`src/rtl/median_ctrl.sv`:
```
// Sequencer for a NUM-tap median datapath: load, bubble passes, final drain, done pulse.
// Optional short-burst error detection is compiled in with `define MEDCTRL_ERR_EN.
module median_ctrl #(
   parameter int NUM = 9
) (
   input  logic CLK,
   input  logic nRST,
   input  logic DSI,
   output logic MDSI,
   output logic BYP,
   output logic DSO,
   output logic BUSY
`ifdef MEDCTRL_ERR_EN
   ,
   output logic ERR
`endif
);

   localparam int CW   = $clog2(NUM + 1);
   localparam int KW   = $clog2((NUM + 1) / 2 + 1);
   localparam int HALF = (NUM - 1) / 2;
   localparam logic [CW-1:0] LAST      = CW'(NUM - 1);
   localparam logic [CW-1:0] FINAL_END = CW'(HALF - 1);
   localparam logic [KW-1:0] LAST_PASS = KW'(HALF);

   typedef enum logic [2:0] {IDLE, LOAD, PASS, FINAL, DONE} state_t;

   state_t        state, nxt_state;
   logic [CW-1:0] cnt, nxt_cnt;
   logic [KW-1:0] k, nxt_k;
   logic [CW:0]   pass_pos;
   logic          pass_byp;
   logic          load_phase;
   logic          byp_r, dso_r, busy_r;
`ifdef MEDCTRL_ERR_EN
   logic          err_r, nxt_err;
`endif

   always_comb begin
      nxt_state = state;
      nxt_cnt   = cnt;
      nxt_k     = k;
`ifdef MEDCTRL_ERR_EN
      nxt_err   = err_r;
`endif
      unique case (state)
         IDLE: begin
            if (DSI) begin
               nxt_state = LOAD;
               nxt_cnt   = CW'(1);
`ifdef MEDCTRL_ERR_EN
               nxt_err   = 1'b0;
`endif
            end
         end
         LOAD: begin
            if (DSI) begin
               if (cnt == LAST) begin
                  nxt_state = PASS;
                  nxt_cnt   = '0;
                  nxt_k     = KW'(1);
               end else begin
                  nxt_cnt = cnt + CW'(1);
               end
            end
`ifdef MEDCTRL_ERR_EN
            else begin
               nxt_state = IDLE;
               nxt_cnt   = '0;
               nxt_err   = 1'b1;
            end
`endif
         end
         PASS: begin
            if (cnt == LAST) begin
               nxt_cnt = '0;
               if (k == LAST_PASS) begin
                  nxt_state = FINAL;
                  nxt_k     = '0;
               end else begin
                  nxt_k = k + KW'(1);
               end
            end else begin
               nxt_cnt = cnt + CW'(1);
            end
         end
         FINAL: begin
            if (cnt == FINAL_END) begin
               nxt_state = DONE;
               nxt_cnt   = '0;
            end else begin
               nxt_cnt = cnt + CW'(1);
            end
         end
         DONE: begin
            nxt_state = IDLE;
         end
         default: begin
            nxt_state = IDLE;
            nxt_cnt   = '0;
            nxt_k     = '0;
         end
      endcase
   end

   // Pass K bypasses its last K cycles: BYP once cnt + K reaches NUM.
   assign pass_pos = {1'b0, nxt_cnt} + {{(CW + 1 - KW){1'b0}}, nxt_k};
   assign pass_byp = (pass_pos >= (CW + 1)'(NUM));

   always_ff @(posedge CLK or negedge nRST) begin
      if (!nRST) begin
         state      <= IDLE;
         cnt        <= '0;
         k          <= '0;
         load_phase <= 1'b1;
         byp_r      <= 1'b1;
         dso_r      <= 1'b0;
         busy_r     <= 1'b0;
`ifdef MEDCTRL_ERR_EN
         err_r      <= 1'b0;
`endif
      end else begin
         state      <= nxt_state;
         cnt        <= nxt_cnt;
         k          <= nxt_k;
         load_phase <= (nxt_state == IDLE) || (nxt_state == LOAD);
         byp_r      <= (nxt_state == PASS) ? pass_byp : (nxt_state != FINAL);
         dso_r      <= (nxt_state == DONE);
         busy_r     <= (nxt_state != IDLE);
`ifdef MEDCTRL_ERR_EN
         err_r      <= nxt_err;
`endif
      end
   end

   // The only combinational path from DSI: the load strobe while loading.
   assign MDSI = load_phase & DSI & nRST;
   assign BYP  = byp_r;
   assign DSO  = dso_r;
   assign BUSY = busy_r;
`ifdef MEDCTRL_ERR_EN
   assign ERR  = err_r;
`endif

endmodule

```
`config.mk`:
```
export PLATFORM = sky130hd
export DESIGN_NAME = median_ctrl
export DESIGN_NICKNAME = d
export VERILOG_FILES = /design/src/rtl/median_ctrl.sv
export SDC_FILE = /design/constraint.sdc
export NUM_CORES = 1
export LEC_CHECK = 0
export CORE_MARGIN = 8
export CORE_UTILIZATION = 45
export CTS_CLUSTER_SIZE = 16
export DETAILED_ROUTE_END_ITERATION = 12
export HOLD_SLACK_MARGIN = 0.03
export SETUP_SLACK_MARGIN = 0.5
export SLEW_MARGIN = 20
export SYNTH_ARGS = -nofsm -noshare
export SYNTH_HDL_FRONTEND = slang
export SYNTH_SLANG_ARGS = --single-unit
```
`constraint.sdc`:
```
create_clock -name CLK -period 3.3 [get_ports CLK]
set_input_delay 0.66 -clock CLK [delete_from_list [all_inputs] [get_ports CLK]]
set_output_delay 0.66 -clock CLK [all_outputs]
set_load 0.005 [all_outputs]
```
# [Yosys cells after proc, flatten, opt, wreduce, memory -nomap -nowiden]
# Index checks and enable logic that the tools add are counted.
[totals] ff_bits=14 latch_bits=0 ram_bits=0 rom_bits=0 wordCells=47 mem_count=0
[classes] add_sub_neg=3 n_mul=0 div=0 magnitude_cmp=1 n_eq_ne=11 n_shift=0 muxes=18 bitwise=2 reduce_logical=5
[ops] cell="two-way mux 3 bit" n=10
[ops] cell="case mux 4 bit (5 select lines)" n=1
[ops] cell="two-way mux 4 bit" n=4
[ops] cell="case mux 3 bit (4 select lines)" n=1
[ops] cell="== test 3 x 2 -> 1 bit (second input constant)" n=3
[ops] cell="== test 3 bit (second input constant)" n=3
[ops] cell="case mux 3 bit (3 select lines)" n=1
[ops] cell="== test 3 x 1 -> 1 bit (second input constant)" n=2
[ops] cell="zero test 3 bit" n=2
[ops] cell="adder 4 x 3 -> 5 bit" n=1
[ops] cell=">= comparator 5 x 4 -> 1 bit (second input constant)" n=1
[ops] cell="adder 4 x 1 -> 4 bit (second input constant)" n=1
[ops] cell="== test 4 x 2 -> 1 bit (second input constant)" n=1
[ops] cell="== test 4 bit (second input constant)" n=1
[ops] cell="adder 3 x 1 -> 3 bit (second input constant)" n=1
[ops] cell="inequality test 3 x 2 -> 1 bit (second input constant)" n=1
[ops] cell="nonzero test 3 bit" n=1
[ops] cell="OR reduction 3 bit" n=1
[ops] cell="AND 1 bit" n=2
[ops] cell="logical OR 1 bit" n=1
[ops] cell="two-way mux 1 bit" n=1

# [Depth between registers and ports, before layout]
# Gate-level depths: netlist (run 1).
[logic_depth] word_depth=7 depth_mapped=14 depth_no_buf=14

# [Least setup slack after synthesis (run 1)]
# No wires, ideal clock.
[synth_path] path_type="register to register" startpoint="register cnt[0]" endpoint="register byp_r (netlist: BYP)" setup_ps=91 t_arrival_ps=2504 setup_slack_ps=705 path_stages_with_launch=15 path_buffers=0 synth_period_minus_slack_ps=2595 cell_sequence="dfrtp_1 -> inv_1 -> ha_1 -> and3b_2 -> a211oi_2 -> nor2_1 -> o22ai_1 -> ha_1 -> inv_1 -> fa_1 -> nand2b_1 -> nor2_1 -> o21ai_0 -> a21oi_1 -> o31ai_1"
[synth_via] elab_chain_cells=7
[synth_rtl] element="start, declared" line_no="29" rtl="logic [CW-1:0] cnt, nxt_cnt;"
[synth_rtl] element="start signal, assigned" line_no="124" rtl="cnt <= nxt_cnt;"
[synth_rtl] element="adder 4 x 1 -> 4 bit / == test 4 bit (equally long branches)"
[synth_rtl] element="two-way mux 4 bit" line_no="58, 75"
[synth_rtl] element="two-way mux 4 bit" line_no="57" rtl="if (DSI) begin"
[synth_rtl] element="case mux 4 bit (5 select lines) (*)" line_no="46" rtl="unique case (state)"
[synth_rtl] element="via nxt_cnt[0]" line_no="29"
[synth_rtl] element="adder 4 x 3 -> 5 bit (*)" line_no="107" rtl="assign pass_pos = {1'b0, nxt_cnt} + {{(CW + 1 - KW){1'b0}}, nxt_k};"
[synth_rtl] element=">= comparator 5 x 4 -> 1 bit (*)" line_no="108" rtl="assign pass_byp = (pass_pos >= (CW + 1)'(NUM));"
[synth_rtl] element="two-way mux 1 bit (*)" line_no="127" rtl="byp_r <= (nxt_state == PASS) ? pass_byp : (nxt_state != FINAL);"
[synth_rtl] element="end signal, assigned" line_no="127"
[synth_rtl] element="end, declared" line_no="34" rtl="logic byp_r, dso_r, busy_r;"
# The timed path passes the listed nets; every way through them passes the cells marked *.

# [Worst setup path after layout (run 1)]
# Ends and elaborated chain as after synthesis.

==> flow_summary.yaml, run 1 <==
pwr:
  vdd_drop_max_v: 0.000719
  power_density_nw_per_um2: 1040
  seq_power_share_pct: 24.1
  p_sw_share_pct: 41.9
  internal-power_w: 0.000795
  clockPowerShare_pct: 9.2
  p_switching_w: 0.000574
  power_w: 0.00137
  p_leak_nw: 0.587
  comb_power_share_pct: 66.7
floorplan:
  rows: 17
  dieWidth_um: 63.5
  die_area_um2: 4030
  ios: 7
  dieHeight_um: 63.5
  core_um2: 2170
  floorplan.initialDensity_pct: 46.8
global_route:
  grt_overflow: 0
  grtUsageTotal_pct: 12.3
  grt_pass1_vias: 840
  antenna_found_initial: 0
  grt_pass1_wl_um: 3970
  busiest_layer: "met2"
  use_met3_pct: 4.77
  grt_use_met1_pct: 13.8
  use_met2_pct: 20.5
  grt_max_degree: 19
setup_path:
  cp-start-kind: "flip-flop"
  rrSetupSlack_ns: 0.54
  crit_type: "reg2reg"
  cp.required_ns: 3.51
  max_stage_delay_ns: 0.46
  path_cells: "inv_2 > ha_4 > and3b_2 > a211oi_2 > nor2_2 > o22ai_2 > ha_2 > inv_2 > fa_2 > nand2b_4 > nor2_4 > o21ai_2 > a21oi_2 > o31ai_2"
  critPathMaxFanout: 4
  slowest_stage: "fa_2"
  crit_arrival_ns: 2.96
  cpMostUsedCell: "inv_2"
  cp-end-kind: "flip-flop"
yosys:
  yosysTopAreaCellShare_pct: 29.6
  postSynthAreaPerCell_um2: 9.14
  synthTopCellsByArea: "dfrtp_1, ha_1, dfstp_2, nor2_1, nand2b_1"
  synth-seq-area-share_pct: 34.8
  ys_types: 38
  yosys.area.top_type: "dfrtp_1"
  yosys_warnings: 0
  syn-cell-area_um2: 1010
  synthesis.nets: 122
  ys_ff_latch: 14
  synthCells: 111
cts:
  clock-sinks: 14
  path_clk_slew_ns: 0.09
  insertion_delay_ns: 0.29
  cts-htree-levels: 1
  cts-root-buf: "clkbuf_4"
  cts_made_buffers: 3
  clk_path_buf_depth: 2
  cts_tree: "done"
final_layout:
  final_cell_mix: "buf_4, dfrtp_1, nor2_1"
  fin_util_pct: 60.7
  fillers: 204
  final_area_um2: 1320
  area_growth_pct: 29.8
  seq_area_um2: 355
  fin_nets: 143
  drive_gt1_share_pct: 36.6
  multi_input_area_um2: 689
  mostFrequentLayoutCell: "buf_4"
  n_antenna_cell: 0
timing:
  relSlewSlack_pct: 77.9
  max_freq_mhz: 363
  tightest_slew_ns: 0.329
  setup_violations: 0
  skew_ns: 0.00247
  min_period_ns: 2.76
  layout_worst_path_cycle_share_pct: 83.5
  hold_viol_final: 0
  final.setup.tns_ns: 0
  rsz0062_at_grt: "yes"
  slew_viol_final: 0
  whs_ns: 0.624
detailed_routing:
  drtAntennaViolNets: 0
  drcViolationCount: 0
  drtPass1Iterations: 6
  wl_um: 2450
  drt_iter0_drc: 18
  viasPerCell: 5.66
  dr_total_vias: 900
  wl_per_cell_um: 15.4
job:
  max-cap-violations: 0
placement:
  postPlaceCellArea_um2: 1120
  dp_hpwl_um: 1640
  io_buffers: 6
  finalWeightedCongestion: 0.829
run_status:
  outcome: "completed"
hold_path:
  worstHoldPathType: "reg2reg"
==> routing by layer <==
| layer | up-vias | part of all wire, % |
|---|---|---|
| li1 | 429 | - |
| met1 | 444 | 41 |
| met2 | 23 | 52 |
| met3 | 4 | 4.8 |
| met4 | 0 | 1.6 |
| met5 | - | 0 |
==> Yosys cell counts (all sizes together) <==
cell type	n
o21a	3
buf	3
xnor2	2
o211ai	3
ha	7
o22ai	3
or3	1
a21o	1
nand3	5
a211oi	1
fa	1
and3b	1
nor4b	2
nor3	1
nand2b	6
inv	7
nand3b	2
dfstp	2
and3	3
o31ai	1
o31a	1
o211a	1
nand2	6
nor2	9
nor2b	5
nor3b	4
and2	1
mux2i	1
o21ai	9
clkbuf	2
a21oi	5
dfrtp	12
==> worst max-delay path, delay by kind of cell, from the launching register on <==
kind | cells | cell delay, ns
and+or+nand+nor | 4 | 0.45
DFF | 1 | 0.41
AOI/OAI and AO/OA | 5 | 0.84
buffers and inverters | 2 | 0.11
adders and majority gates | 3 | 0.85
==> metrics by stage <==
| step | setup WS (ns) | std cells |
|---|---|---|
| after floorplan | 0.705 | 111 |
| after global placement | 0.0724 | 144 |
| after detailed placement | 0.0319 | 144 |
| after CTS | 0.513 | 156 |
| after global routing | 0.418 | 159 |
| final | 0.545 | 159 |
==> layout make-up <==
type	count	share of cell area [%]
clock buffers	4	2.75
multi-input cells	85	52.3
repair buffers	21	13.3
flip-flops and latches	14	27.0
well taps	28	2.66
inverters	7	1.99
==> logic make-up (layout without fill, tap and decap cells) <==
kind of cell	count (synthesis)	after routing	synth area share (%)
AOI/OAI and AO/OA	28	28	18.6
DFF	14	14	34.8
and+or+nand+nor	46	46	28.5
muxes	1	1	0.986
adders and majority gates	8	8	10.6
buffers and inverters	12	32	4.81
xor gates and xnor gates	2	2	1.73
==> repair_timing <==
action,4_1_cts,5_1_grt
pin swaps,5,9
setup endpoints to repair,1,1
setup buffers,8,3
hold buffers,0,0
resized for setup,8,16
==> worst paths after layout <==
kind,from,endpoint,cells past startpoint
worst max register to register,cnt[0],BYP,14
min in group asynchronous,nRST,cnt[2],2
worst max-delay path,cnt[0],BYP,14
worst min-delay path,k[1],k[1],2
max in group asynchronous,nRST,load_phase,2
worst min register to register,k[1],k[1],2
==> power by group through the flow <==
| stage | logic [W] | clock network, W | registers [W] |
|---|---|---|---|
| 5_1_grt | 0.00100 | 0.000136 | 0.000342 |
| 3_3_place_gp | 0.000584 | 0 | 0.000323 |
| 4_1_cts | 0.000692 | 0.000126 | 0.000324 |
| 3_5_place_dp | 0.000594 | 0 | 0.000326 |
| 6_report | 0.000912 | 0.000126 | 0.000330 |
| 2_1_floorplan | 0.000492 | 0 | 0.000282 |
==> sequential cells by signal, indices dropped and copies added (netlist names) <==
name / count
k: 3
state: 3
load_phase: 1
DSO: 1
cnt: 4
BYP: 1
BUSY: 1
No activity file was read; power rests on OpenSTA's default activity.
==> run 2: changes to the inputs <==
Clock period 3.3 ns to 2.8 ns, I/O delays scaled along.
==> run 2 against run 1 <==
  * Clock skew is 0.00071 ns lower
  * Setup slack got worse by 0.39 ns
  * Largest cell class unchanged
  * Register-to-register slack worse by 0.39 ns
  * Combinational power rose by 9.0%
  * Final area up 4.7%
  * Utilization grew 2.9 points
  * Worst hold slack worse by 0.026 ns
  * Highest routed layer unchanged
  * Routed wire length is 2.9% higher
  * Sequential share of layout area shrank 1.4 points
==> flow_summary.yaml, run 2 (same netlist as run 1, synthesis figures left out) <==
run_status:
  outcome: "completed"
setup_path:
  path_cells: "inv_2 > ha_4 > and3b_2 > a211oi_4 > nor2_2 > o22ai_2 > ha_2 > inv_2 > fa_2 > nand2b_1 > nor2_1 > o21ai_1 > a21oi_1 > o31ai_1"
  cp.required_ns: 3.00
  cpLargestDelayFamily: "compound AO/OA/AOI/OAI gates"
  worstReg2RegEnd: "BYP"
  r2r-start: "cnt[0]"
  crit_buf_inv: 2
  cp-start-kind: "flip-flop"
  slowest_stage: "dfrtp_1"
  cp-end-kind: "flip-flop"
  critPathLaunch: "cnt[0]"
  critPathMaxFanout: 4
  r2r.worst_path.cells: 14
  crit_arrival_ns: 2.85
  crit_end: "BYP"
  rrSetupSlack_ns: 0.16
  crit_type: "reg2reg"
  cpMostUsedCell: "inv_2"
  max_stage_delay_ns: 0.41
  cp.depth: 14
final_layout:
  final_area_um2: 1380
  fin_nets: 155
  drive_gt1_share_pct: 37.1
  largest-register: "cnt"
  area_growth_pct: 36.0
  multi_input_area_um2: 666
  fin_cells: 171
  fillers: 190
  final_cell_mix: "buf_4, dfrtp_1, nor2_1"
  seq_area_um2: 353
  mostFrequentLayoutCell: "buf_4"
  reg_top3: "cnt (4), k (3), state (3)"
  n_antenna_cell: 0
  largest_register_ffs: 4
detailed_routing:
  drtPass1Iterations: 4
  dr_total_vias: 920
  viasPerCell: 5.38
  drcViolationCount: 0
  wl_per_cell_um: 14.7
  drt_iter0_drc: 20
  wl_um: 2520
  drtAntennaViolNets: 0
timing:
  setup_violations: 0
  max_freq_mhz: 378
  rsz0062_at_grt: "yes"
  worst_slack_ns: 0.156
  relSlewSlack_pct: 79.6
  tightest_slew_ns: 0.304
  slew_viol_final: 0
  final.setup.tns_ns: 0
  min_period_ns: 2.64
  layout_worst_path_cycle_share_pct: 94.4
  skew_ns: 0.00176
  hold_viol_final: 0
placement:
  dp_slack_ns: -0.321
  postPlaceCellArea_um2: 1190
  finalWeightedCongestion: 0.854
  place_inst: 153
  io_buffers: 6
  dp_hpwl_um: 1770
floorplan:
  floorplan.initialDensity_pct: 46.8
  dieWidth_um: 63.5
  die_area_um2: 4030
  dieHeight_um: 63.5
  rows: 17
  core_um2: 2170
  ios: 7
hold_path:
  worstHoldPathType: "reg2reg"
  holdPathStages: 2
global_route:
  grt_use_met1_pct: 13.8
  use_met2_pct: 22.8
  grt_pass1_vias: 943
  use_met3_pct: 2.30
  antenna_found_initial: 0
  grt_pass1_wl_um: 4170
  busiest_layer: "met2"
  grt_max_degree: 15
  grtUsageTotal_pct: 13.0
  grt_overflow: 0
cts:
  path_clk_slew_ns: 0.09
  cts_hold_buf: 0
  cts_made_buffers: 3
  cts_tree: "done"
  clk_path_buf_depth: 2
  clock-sinks: 14
  cts-htree-levels: 1
  insertion_delay_ns: 0.29
  cts-root-buf: "clkbuf_4"
job:
  max-cap-violations: 0
pwr:
  vdd_drop_max_v: 0.000757
  power_w: 0.00151
  power_density_nw_per_um2: 1090
  p_leak_nw: 0.638
-- run 2: repair_timing --
action	CTS	global route
pin swaps	7	3
resized for setup	11	3
endpoints found under the setup margin	2	1
setup buffers	11	3
-- run 2: how the worst min path moves through the flow --
stage,from,end,slack [ns]
final,k[1],k[1],0.60
after detailed placement,cnt[0],cnt[0],0.57
after global placement,cnt[0],cnt[0],0.54
after global routing,k[2],k[2],0.63
after floorplan,nRST,BUSY,0.26
after CTS,k[1],k[1],0.62
-- run 2: area by class of cell --
cell class / count / area share [%]
timing repair buffer: 33 / 19.1
tap: 28 / 2.54
clock buffer: 4 / 2.63
inverter: 7 / 1.90
multi-input combinational: 85 / 48.2
sequential: 14 / 25.6
-- run 2: per-stage QoR --
step / utilization [%] / hold WS (ns)
after detailed placement: 55.0 / 0.569
after global placement: 55.0 / 0.540
after floorplan: - / 0.264
after global routing: 63.6 / 0.631
after CTS: 61.9 / 0.617
final: 63.6 / 0.597
-- run 2: per-layer routing --
layer | wire length (um) | vias up
met3 | 83 | 9
met5 | 0 | -
met4 | 93 | 0
met1 | 1070 | 442
met2 | 1270 | 15
li1 | - | 454
-- run 2: power breakdown --
| part | total (W) | switching [W] | internal, W | leakage [nW] |
|---|---|---|---|---|
| logic | 0.000994 | 0.000457 | 0.000537 | 0.453 |
| registers | 0.000363 | 0.0000811 | 0.000282 | 0.164 |
| clock network | 0.000150 | 0.0000711 | 0.0000793 | 0.0210 |
-- run 2: worst reg2reg max path: stages, from the launching register on --
cell,delay [ns]
dfrtp_1,0.41
inv_2,0.07
ha_4,0.17
and3b_2,0.23
a211oi_4,0.20
nor2_2,0.08
o22ai_2,0.18
ha_2,0.22
inv_2,0.04
fa_2,0.39
nand2b_1,0.10
nor2_1,0.05
o21ai_1,0.16
a21oi_1,0.06
o31ai_1,0.20
==> run 3: changes to the inputs <==
Settings changed: CORE_MARGIN 8 to not set.
==> run 3 against run 2 <==
  * Final area is 4.4% lower
  * Clock-buffer cell count stayed put
  * First-iteration DRC count is 15% higher
  * Routed wire length is 7.0% lower
  * Largest power group unchanged
  * Highest routed layer unchanged
==> flow_summary.yaml, run 3 (same netlist as run 1, synthesis figures left out) <==
global_route:
  grt_overflow: 0
  grt_max_degree: 15
  grt_pass1_vias: 877
  grt_pass1_wl_um: 3800
  grtUsageTotal_pct: 21.1
  antenna_found_initial: 0
cts:
  path_clk_slew_ns: 0.09
  cts_tree: "done"
  cts-root-buf: "clkbuf_4"
  clock-sinks: 14
  clk_path_buf_depth: 2
  insertion_delay_ns: 0.29
  cts_hold_buf: 0
  cts_made_buffers: 3
  cts-htree-levels: 1
final_layout:
  mostFrequentLayoutCell: "buf_4"
  largest-register: "cnt"
  fin_util_pct: 64.6
  area_growth_pct: 30.1
  fin_nets: 147
  fin_cells: 162
  reg_top3: "cnt (4), k (3), state (3)"
  drive_gt1_share_pct: 31.9
  n_antenna_cell: 0
  final_cell_mix: "buf_4, dfrtp_1, nor2_1"
  largest_register_ffs: 4
setup_path:
  worstReg2RegEnd: "BYP"
  critPathMaxFanout: 3
  r2r.worst_path.cells: 14
  slowest_stage: "fa_2"
  cp-start-kind: "flip-flop"
  crit_arrival_ns: 2.85
  crit_buf_inv: 2
  path_cells: "buf_4 > ha_4 > nor3b_4 > nor3b_2 > nor2_2 > o22ai_2 > ha_2 > inv_2 > fa_2 > nand2b_1 > nor2_1 > o21ai_1 > a21oi_1 > o31ai_1"
  cpLargestDelayFamily: "adder cells"
  rrSetupSlack_ns: 0.15
  max_stage_delay_ns: 0.41
  crit_type: "reg2reg"
  cp-end-kind: "flip-flop"
  cp.required_ns: 3.00
  r2r-start: "cnt[0]"
pwr:
  p_leak_nw: 0.595
  power_density_nw_per_um2: 1110
  power_w: 0.00146
  vdd_drop_max_v: 0.000770
timing:
  whs_ns: 0.375
  max_freq_mhz: 377
  layout_worst_path_cycle_share_pct: 94.8
  skew_ns: 0.00380
  tightest_slew_ns: 0.313
  relSlewSlack_pct: 79.1
  min_period_ns: 2.65
  setup_violations: 0
  hold_viol_final: 0
  slew_viol_final: 0
  rsz0062_at_grt: "yes"
floorplan:
  dieWidth_um: 49.5
  dieHeight_um: 49.5
  ios: 7
  floorplan.initialDensity_pct: 49.7
  core_um2: 2040
  rows: 16
  die_area_um2: 2450
detailed_routing:
  drcViolationCount: 0
  wl_um: 2340
  dr_total_vias: 892
  wl_per_cell_um: 14.4
  viasPerCell: 5.51
  drt_iter0_drc: 23
  drtPass1Iterations: 6
  drtAntennaViolNets: 0
run_status:
  outcome: "completed"
placement:
  dp_hpwl_um: 1670
  io_buffers: 6
  finalWeightedCongestion: 0.828
  place_inst: 149
hold_path:
  worstHoldPathType: "in2async"
job:
  max-cap-violations: 0
## run 3: how the worst max path moves through the flow
stage / from / endpoint / slack [ns] / cells after the start
after floorplan: cnt[0] / BYP / 0.22 / 13
after global placement: DSI / BYP / -0.25 / 13
after detailed placement: DSI / BYP / -0.30 / 13
after CTS: cnt[0] / BYP / 0.15 / 14
after global routing: cnt[0] / BYP / -0.03 / 14
final: cnt[0] / BYP / 0.15 / 14
## run 3: per-stage QoR
stage	setup TNS [ns]	cell area, um^2	setup slack, ns
3_5_place_dp	-0.301	1170	-0.301
6_report	0	1320	0.146
2_1_floorplan	0	1020	0.217
4_1_cts	0	1310	0.154
5_1_grt	-0.0340	1320	-0.0340
3_3_place_gp	-0.252	1170	-0.252
## run 3: layout make-up
cell class                 instances  area [um^2]
fill                             173          722
multi-input combinational         85          663
sequential                        14          353
timing repair buffer              25          208
clock buffer                       4         36.3
tap                               27         33.8
inverter                           7         26.3
## run 3: timing repair
item,CTS,global route
pin swaps,10,5
setup endpoints to repair,2,1
resized for setup,12,1
gates cloned,0,0
endpoints found under the hold margin,0,0
buffers inserted,8,1
## run 3: report_power, final
part	internal [W]	total [W]	switching (W)	leakage, nW
combinational	0.000508	0.000959	0.000452	0.410
clock	0.0000792	0.000152	0.0000725	0.0210
sequential	0.000281	0.000351	0.0000697	0.164
total	0.000868	0.00146	0.000594	0.595
## run 3: layer usage
metal	vias up	wire length (um)	global-route usage (%)
li1	440	-	-
met1	436	1010	25.5
met2	12	1260	37.9
met3	4	54	2.78
met4	0	17	7.62
met5	-	0	0
